$ cat config.mk
export PLATFORM = sky130hd
export DESIGN_NAME = jtcontra_slot_cache
export DESIGN_NICKNAME = d
export VERILOG_FILES = /design/src/rtl/jtcontra_slot_cache.sv
export SDC_FILE = /design/constraint.sdc
export NUM_CORES = 1
export LEC_CHECK = 0
export BUFFER_PORTS_ARGS = -buffer_cell sky130_fd_sc_hd__buf_2
export CORE_MARGIN = 2
export CORE_UTILIZATION = 30
export CTS_CLUSTER_DIAMETER = 80
export DETAILED_ROUTE_END_ITERATION = 8
export SYNTH_ARGS = -nofsm -noshare
export SYNTH_HDL_FRONTEND = slang
export SYNTH_SLANG_ARGS = --single-unit
export TNS_END_PERCENT = 30
$ cat constraint.sdc
create_clock -name clk -period 2.6 [get_ports clk]
set_clock_uncertainty 0.15 [all_clocks]
set_input_delay 0.52 -clock clk [delete_from_list [all_inputs] [get_ports clk]]
set_output_delay 0.52 -clock clk [all_outputs]
set_load 0.05 [all_outputs]
$ cat src/rtl/jtcontra_slot_cache.sv
// Two-line ROM read cache for one SDRAM arbiter slot. Misses become a single
// 16-bit SDRAM word request; 8-bit clients get both bytes out of one fetch.
module jtcontra_slot_cache #(
  parameter int          AW     = 18,
  parameter int          DW     = 8,
  parameter logic [21:0] OFFSET = 22'h0
) (
  input  logic          clk,
  input  logic          rst_n,
  input  logic          downloading,
  input  logic [AW-1:0] addr,
  input  logic          addr_ok,
  output logic [DW-1:0] dout,
  output logic          data_ok,
  output logic          sdram_req,
  output logic [21:0]   sdram_addr,
  input  logic          sdram_ack,
  input  logic          data_rdy,
  input  logic [15:0]   data_read
);

  localparam int TW = (DW == 8) ? AW - 1 : AW;

  typedef enum logic [1:0] { S_IDLE, S_REQ, S_WAIT } state_t;

  state_t               state;
  logic [TW-1:0]        tag, miss_tag;
  logic [AW-1:0]        addr_q;
  logic [1:0]           vld;
  logic [1:0][TW-1:0]   ltag;
  logic [1:0][15:0]     ldata;
  logic                 victim;
  logic                 hit0, hit1, hit;
  logic [15:0]          hword;
  logic [DW-1:0]        hsel;

  generate
    if (DW == 8) begin : g_byte
      assign tag  = addr[AW-1:1];
      assign hsel = addr[0] ? hword[15:8] : hword[7:0];
    end else begin : g_word
      assign tag  = addr;
      assign hsel = hword;
    end
  endgenerate

  // Line 0 takes priority if a refill race left both lines with the same tag
  assign hit0  = vld[0] && (ltag[0] == tag);
  assign hit1  = vld[1] && (ltag[1] == tag);
  assign hit   = addr_ok && (hit0 || hit1);
  assign hword = hit0 ? ldata[0] : ldata[1];

  always_ff @(posedge clk or negedge rst_n) begin
    if (!rst_n) begin
      state      <= S_IDLE;
      miss_tag   <= '0;
      addr_q     <= '0;
      vld        <= '0;
      ltag       <= '0;
      ldata      <= '0;
      victim     <= 1'b0;
      dout       <= '0;
      data_ok    <= 1'b0;
      sdram_req  <= 1'b0;
      sdram_addr <= '0;
    end else begin
      addr_q  <= addr;
      data_ok <= hit && (addr == addr_q);
      if (hit) dout <= hsel;
      if (downloading) begin
        vld       <= '0;
        state     <= S_IDLE;
        sdram_req <= 1'b0;
      end else begin
        case (state)
          S_IDLE: if (addr_ok && !hit) begin
            miss_tag   <= tag;
            sdram_addr <= OFFSET + 22'(tag);
            state      <= S_REQ;
          end
          S_REQ: if (sdram_ack) begin
            sdram_req <= 1'b0;
            state     <= S_WAIT;
          end else begin
            sdram_req <= 1'b1;
          end
          // A retracted client still gets its fill; IDLE re-evaluates the new addr
          S_WAIT: if (data_rdy) begin
            ltag[victim]  <= miss_tag;
            ldata[victim] <= data_read;
            vld[victim]   <= 1'b1;
            victim        <= ~victim;
            state         <= S_IDLE;
          end
          default: state <= S_IDLE;
        endcase
      end
    end
  end

endmodule

# Word level (Yosys, flattened, before mapping)
# Index checks and enable logic that the tools add are counted.
dict set report totals {
  reg_bits 116
  elab_cells 62
}
dict set report op_classes {
  n_bitwise 3
  reduce_logical 16
  n_eq_ne 8
  n_mux 21
  order_cmp 2
}
# cell count
set op_table {}
lappend op_table {{34-bit bitwise mux} 1}
lappend op_table {{17-bit equality test} 2}
lappend op_table {{32-bit bitwise mux} 1}
lappend op_table {{16-bit 2-to-1 mux} 2}
lappend op_table {{18-bit equality test} 1}
lappend op_table {{17-bit demux with 1-bit select} 1}
lappend op_table {{17-bit 2-to-1 mux} 1}
lappend op_table {{16-bit demux with 1-bit select} 1}
lappend op_table {{2-bit 2-to-1 mux} 7}
lappend op_table {{3-bit != test (second input constant)} 3}
lappend op_table {{3-bit AND reduction} 3}
lappend op_table {{8-bit 2-to-1 mux} 1}
lappend op_table {{1-bit logical AND} 6}
lappend op_table {{2-bit one-hot mux with 3 select lines} 1}
lappend op_table {{2-bit nonzero test} 3}
lappend op_table {{1-bit 2-to-1 mux} 4}
lappend op_table {{2-bit by 1-bit equality test with 1-bit output (second input constant)} 1}
lappend op_table {{2-bit equality test (second input constant)} 1}
lappend op_table {{2-bit zero test} 1}
lappend op_table {{1-bit by 2-bit less-than comparator with 1-bit output (second input constant)} 1}
lappend op_table {{1-bit inverter} 2}
lappend op_table {{2-bit OR} 1}
lappend op_table {{2-bit AND reduction} 1}
lappend op_table {{1-bit demux with 1-bit select} 1}
lappend op_table {{3 further kinds} 3}

# Depth between registers and ports, before layout
# Gate-level depths: netlist of run 1.
dict set report depth {
  ltp_word 9
  depth_mapped 8
}

# Worst setup path after synthesis of run 1
# No wires, ideal clock.
dict set report synth_timing {
  path_kind {input port to flip-flop}
  startpoint {input port addr[7]}
  endpoint {register dout[0]}
  slack_ps 149
  cell_stages 6
  t_required_ps 2325
  setup_time_ps 125
  path_buffers 1
  arrival_time_ps 2176
  cell_sequence {xor2_1 -> or4_1 -> or4_1 -> a21bo_1 -> buf_6 -> mux2_4}
}
dict set report synth_via {
  elab_chain_len 4
  elab_cells_between_ends 8
  classes_between {2 x eq/ne; 2 x mux; 4 x reduce/logical}
}
# element line
set synth_rtl {}
lappend synth_rtl {{start: declaration} 11} ;# input logic [AW-1:0] addr,
lappend synth_rtl {{17-bit equality test, on equally long branches} {48, 49}}
lappend synth_rtl {{1-bit logical AND, on equally long branches} {48, 49}}
lappend synth_rtl {{16-bit 2-to-1 mux or 1-bit logical OR (tied branches)} {51, 50}}
lappend synth_rtl {{8-bit 2-to-1 mux or 1-bit logical AND (tied branches)} {40, 50}}
lappend synth_rtl {{end signal: assignment} 69} ;# if (hit) dout <= hsel;
lappend synth_rtl {{end: declaration} 13} ;# output logic [DW-1:0] dout,
# Several ways; a longest one is shown, not always the timed one.
# A chain may end at the register's enable or synchronous reset.

# Worst setup path after layout of run 1
dict set report layout_timing {
  startpoint {register ltag[17] (netlist name)}
  endpoint {register dout[7]}
}
dict set report layout_via {
  elab_chain_len 4
}
# element line
set layout_rtl {}
lappend layout_rtl {{start: declaration} 30} ;# logic [1:0][TW-1:0] ltag;
lappend layout_rtl {{start signal: indexed assignment} 89} ;# ltag[victim] <= miss_tag;
lappend layout_rtl {{17-bit equality test} 49} ;# assign hit1 = vld[1] && (ltag[1] == tag);
lappend layout_rtl {{1-bit logical AND} 49}
lappend layout_rtl {{1-bit logical OR} 50} ;# assign hit = addr_ok && (hit0 || hit1);
lappend layout_rtl {{1-bit logical AND} 50}
# No other way between the ends.

==> results.cfg, run 1 <==
[run_status]
outcome = complete, no violations

[setup_path]
crit_required_ns = 2.74
cp_cell_sequence = xor2_1, nor4_2, nand3_1, or4_1, a21bo_1, buf_12, mux2_4
timing.rr.start = ltag[17]
start_kind = flop
cp_max_fo = 8
crit_type = flop to flop
regToRegSetupSlack_ns = 0.11
crit_path_end_kind = flop
cp.arrival_ns = 2.63
cpPeakStageDelay_ns = 0.50
crit_start = ltag[17]
critPathSlowestCell = or4_1

[cts]
worst_skew_pair.late_latency_ns = 0.41
cts.sinks = 116
cts_tree = done
clk_root_buffer_cell = clkbuf_16
clk_path_buf_depth = 2
numCtsBuffers = 17
h-tree-depth = 4
clk_pin_slew_ns = 0.05
cts_setup_buffers = 0

[cells_and_area]
n_antenna_cell = 0
drive_above_1_share_pct = 46.8
area_growth_pct = 28.1
fin_nets = 504
fill_cells = 1607

[global_route]
antenna_found_initial = 0
grt_pass1_wl_mm = 18.6
grt_util_all_layers_pct = 13.6
grt_pass1_vias = 3442
grt_overflow_total = 0
grt_start_max_net_pins = 46

[synth]
synth_cells = 356
synth_area_leaders = dfrtp_1 57%, mux2_2 18%, xor2_1 7.8%
async_flop_share_pct = 100
synth-edff-count = 0
yosysMostFrequentCell = dfrtp_1
yosys.cell_types.count = 28
synth_flop_cell = dfrtp_1
yosysTopAreaCellShare_pct = 57.1
ys_seq_area_share_pct = 57.1
syn_area_um2 = 5080
synth_top_area_cell = dfrtp_1
synth-seq-cells = 116
ys_top_cells_by_count = 116 x dfrtp_1, 83 x mux2_2, 45 x xor2_1
ys_warn_count = 0
syn_avg_cell_area_um2 = 14.3

[floorplanning]
num_rows = 47
start_util_pct = 30.7
die-area_um2 = 18000
io-pin-count = 72
die_y_um = 134
coreArea_um2 = 16600
fp.dieW_um = 134

[sta]
rsz0062_at_grt = false
final-max-slew-violation-count = 0
setup_viol = 0
fmax_mhz = 402
fin_crit_sh_pct = 95.8
whs_ns = 0.134
hold_violations = 0
fin_crit_ns = 2.49

[route]
dr.pass1.iters = 4
vias = 3155
drt_iter0_drc = 140
viasPerCell = 4.55
drc = 0
detail-route-antenna-nets = 0
wl_per_cell_um = 16.3
wl_mm = 11.3

[hold_path]
hp-class = input port to flop
hp-start = addr[3]

[job]
drv_cap = 0

[power_and_ir_drop]
powerDensity_nw_per_um2 = 847
p_leak_uw = 0.00324
total_power_uw = 5520
peakVddDrop_mv = 0.394

[placement]
hpwl_mm = 8.16
numPortBuffers = 66
place_congestion = 0.772
sequential cells by signal, indices dropped and copies added, names as in the netlist, 2 cells and up:
register / count
ldata: 32
dout: 8
state: 2
addr_q: 18
ltag: 34
miss_tag: 17
vld: 2
routing by layer:
layer	share of wire [%]	vias up	GRT usage, %
met5	0	-	0
met4	1.4	0	5.20
met3	4.1	14	3.89
met2	49	60	21.7
met1	46	1605	17.4
li1	-	1476	-
cells by family (layout without fill, tap and decap cells):
| family | count (synthesis) | in the layout | share of synthesized area, % |
|---|---|---|---|
| flip-flops | 116 | 116 | 57.1 |
| multiplexers | 115 | 115 | 25.5 |
| XOR/XNOR | 53 | 53 | 9.13 |
| AND/OR/NAND/NOR | 44 | 44 | 5.14 |
| buffers and inverters | 20 | 134 | 2.19 |
| AO/OA/AOI/OAI | 7 | 7 | 0.910 |
| other | 1 | 5 | 0.0737 |
placed cells by master (no fill, tap or decap), drive strengths merged, types with 5 or more instances in the layout:
master  Yosys  final
buf         9    101
clkbuf      8     25
conb        1      5
dfrtp     116    116
mux2       91     91
mux2i      24     24
nand3       7      7
nor2        5      5
nor4       16     16
xnor2       8      8
xor2       45     45
area by class of cell:
type                            count  area [um^2]  area share (%)
Clock buffer                       25          505            7.76
Clock inverter                      4         47.5           0.730
Inverter                            3         11.3           0.173
Multi-Input combinational cell    224         2110            32.3
Sequential cell                   116         2900            44.5
Tap cell                          220          275            4.22
Timing Repair Buffer              102          668            10.3
worst max-delay path, delay by kind of cell (launching register included):
kind	cells	cell delay [ns]
simple gates	3	0.96
compound gates	1	0.24
mux	1	0.29
xor+xnor	1	0.20
flops	1	0.38
buf+inv	1	0.15
through the flow:
stage | worst slack [ns] | cell area [um^2] | setup TNS (ns) | utilization [%] | cells
final | 0.110 | 6520 | 0 | 39.3 | 694
after global routing | 0.00780 | 6520 | 0 | 39.3 | 694
after CTS | 0.00260 | 6500 | 0 | 39.2 | 694
after detailed placement | -0.202 | 5940 | -4.47 | 35.8 | 664
after global placement | -0.226 | 5940 | -4.22 | 35.8 | 664
after floorplan | 0.149 | 5100 | 0 | - | 360
power by group:
group          internal (uW)  switching [uW]  leakage (uW)
sequential              2110             208       0.00150
clock                   1420             742      0.000271
combinational            459             584       0.00147
worst paths after layout:
path                                  end  cells after the start
worst max-delay path              dout[7]                      7
worst min-delay path            addr_q[3]                      1
min in group asynchronous        ltag[29]                      2
worst min register to register    dout[6]                      1
max in group asynchronous         dout[7]                      3
worst max register to register    dout[7]                      7
what timing repair did:
| action | CTS | global route |
|---|---|---|
| endpoints found under the setup margin | 0 | 8 |
| resized for setup | 0 | 2 |
| hold buffers | 1 | 0 |
| endpoints found under the hold margin | 29 | 0 |
Note: power is estimated with default switching activity, not from simulation.
==> run 2: changes to the inputs <==
--- a/config.mk
+++ b/config.mk
@@ -9,3 +9,3 @@
 export CORE_MARGIN = 2
-export CORE_UTILIZATION = 30
+export CORE_UTILIZATION = 35
 export CTS_CLUSTER_DIAMETER = 80
--- a/constraint.sdc
+++ b/constraint.sdc
@@ -4,2 +4,2 @@
 set_output_delay 0.52 -clock clk [all_outputs]
-set_load 0.05 [all_outputs]
+set_load 0.02 [all_outputs]
==> run 2 against run 1 <==
  * Setup slack gained 0.0052 ns
  * Global-route usage increased by 1.7 points
  * First-iteration DRC count grew 22%
  * Die area down 14%
  * Largest cell class unchanged
  * Largest power group unchanged
==> results.cfg, run 2 (synthesis results as in run 1) <==
[cells_and_area]
instances_no_fill = 662
largest_reg_flops = 34
reg.largest.list = ltag: 34 flops, ldata: 32 flops, addr_q: 18 flops
final_util_pct = 45.1
drive_above_1_share_pct = 47.7
fill_cells = 1295
final_cell_mix = 116 x dfrtp_1, 83 x mux2_2, 65 x buf_2
top_register = ltag
area_growth_pct = 27.3
mostFrequentLayoutCell = dfrtp_1
fin_nets = 507
n_antenna_cell = 0

[sta]
hold_violations = 0
rsz0062_at_grt = false
setup_viol = 0
fmax_mhz = 403
fin_crit_ns = 2.48
fin_crit_sh_pct = 95.6
final-max-slew-violation-count = 0

[power_and_ir_drop]
total_power_uw = 5420
p_leak_uw = 0.00326
peakVddDrop_mv = 0.440
powerDensity_nw_per_um2 = 837

[global_route]
grt_pass1_wl_mm = 18.4
antenna_found_initial = 0
grt_overflow_total = 0
grt_pass1_vias = 3491
grt_start_max_net_pins = 73
grt_util_all_layers_pct = 15.2

[route]
wl_per_cell_um = 16.6
detail-route-antenna-nets = 0
viasPerCell = 4.83
vias = 3196
drc = 0
drt_iter0_drc = 171
wl_mm = 11.0
dr.pass1.iters = 4

[floorplanning]
die_y_um = 125
num_rows = 44
start_util_pct = 35.4
io-pin-count = 72
fp.dieW_um = 125
die-area_um2 = 15500
coreArea_um2 = 14400

[setup_path]
cp_max_fo = 8
cp.arrival_ns = 2.62
crit_type = flop to flop
crit_path_end_kind = flop
crit_required_ns = 2.74
start_kind = flop

[cts]
h-tree-depth = 4
clk_root_buffer_cell = clkbuf_16
cts_tree = done
clk_path_buf_depth = 2
cts.sinks = 116
clk_pin_slew_ns = 0.05
cts_setup_buffers = 0
numCtsBuffers = 17
worst_skew_pair.late_latency_ns = 0.41

[run_status]
outcome = complete, no violations

[placement]
hpwl_mm = 7.86
numPortBuffers = 66
place_congestion = 0.731
dp_cells = 631

[hold_path]
hp-class = input port to flop

[job]
drv_cap = 0
run 2: cell types whose count changed in the layout (fill, tap and decap cells not counted):
cell | previous run | this run
buf_4 | 31 | 37
buf_12 | 5 | 2
a21bo_1 | 1 | 0
a21bo_2 | 0 | 1
clkbuf_8 | 5 | 6
clkinv_2 | 2 | 3
clkinvlp_4 | 1 | 0
nor4_1 | 14 | 13
nor4_2 | 2 | 3
run 2: worst paths after layout:
path,from,end,slack (ns),cells after the start
setup / recovery,ltag[29],dout[0],0.12,6
hold / removal,data_read[11],ldata[11],0.21,2
setup reg to reg,ltag[29],dout[0],0.12,6
hold reg to reg,dout[6],dout[6],0.35,1
max in group asynchronous,rst_n,ldata[8],1.23,3
min in group asynchronous,rst_n,ltag[23],0.39,2
run 2: cell type report:
cell class	count	area [um^2]	area share, %
tap	184	230	3.56
sequential	116	2900	44.8
multi-input combinational	224	2110	32.6
clock buffer	26	519	8.02
timing repair buffer	105	653	10.1
inverter	3	11.3	0.174
clock inverter	4	45.0	0.696
run 2: repair_timing:
action	in CTS	in global routing
gates resized for setup	2	2
setup endpoints to repair	8	16
hold endpoints to repair	19	0
hold buffers	1	0
run 2: metal layers:
| layer | GRT usage (%) | share of wire, % |
|---|---|---|
| met2 | 23.1 | 47 |
| met3 | 4.64 | 3.4 |
| met4 | 6.08 | 1.7 |
| met1 | 20.4 | 48 |
| met5 | 0 | 0 |
run 2: worst max-delay path: stages, from the launching register on:
cell     delay [ns]
dfrtp_1        0.38
xor2_1         0.18
nor4_2         0.40
nand3_1        0.11
or4_1          0.48
a21bo_2        0.34
mux2_4         0.33
run 2: through the flow:
| stage | hold WS [ns] | instance area [um^2] | setup TNS, ns | worst slack (ns) |
|---|---|---|---|---|
| after global placement | 0.279 | 5880 | -4.94 | -0.367 |
| after detailed placement | 0.282 | 5880 | -4.72 | -0.360 |
| final | 0.209 | 6470 | 0 | 0.116 |
| after global routing | 0.196 | 6470 | 0 | 0.00641 |
| after floorplan | 0.0744 | 5100 | 0 | 0.149 |
| after CTS | 0.195 | 6470 | 0 | 0.0313 |
run 2: where the power goes:
part	total, uW	switching (uW)	internal (uW)
registers	2320	208	2110
logic	909	440	469
clock network	2190	744	1450
total	5420	1390	4030
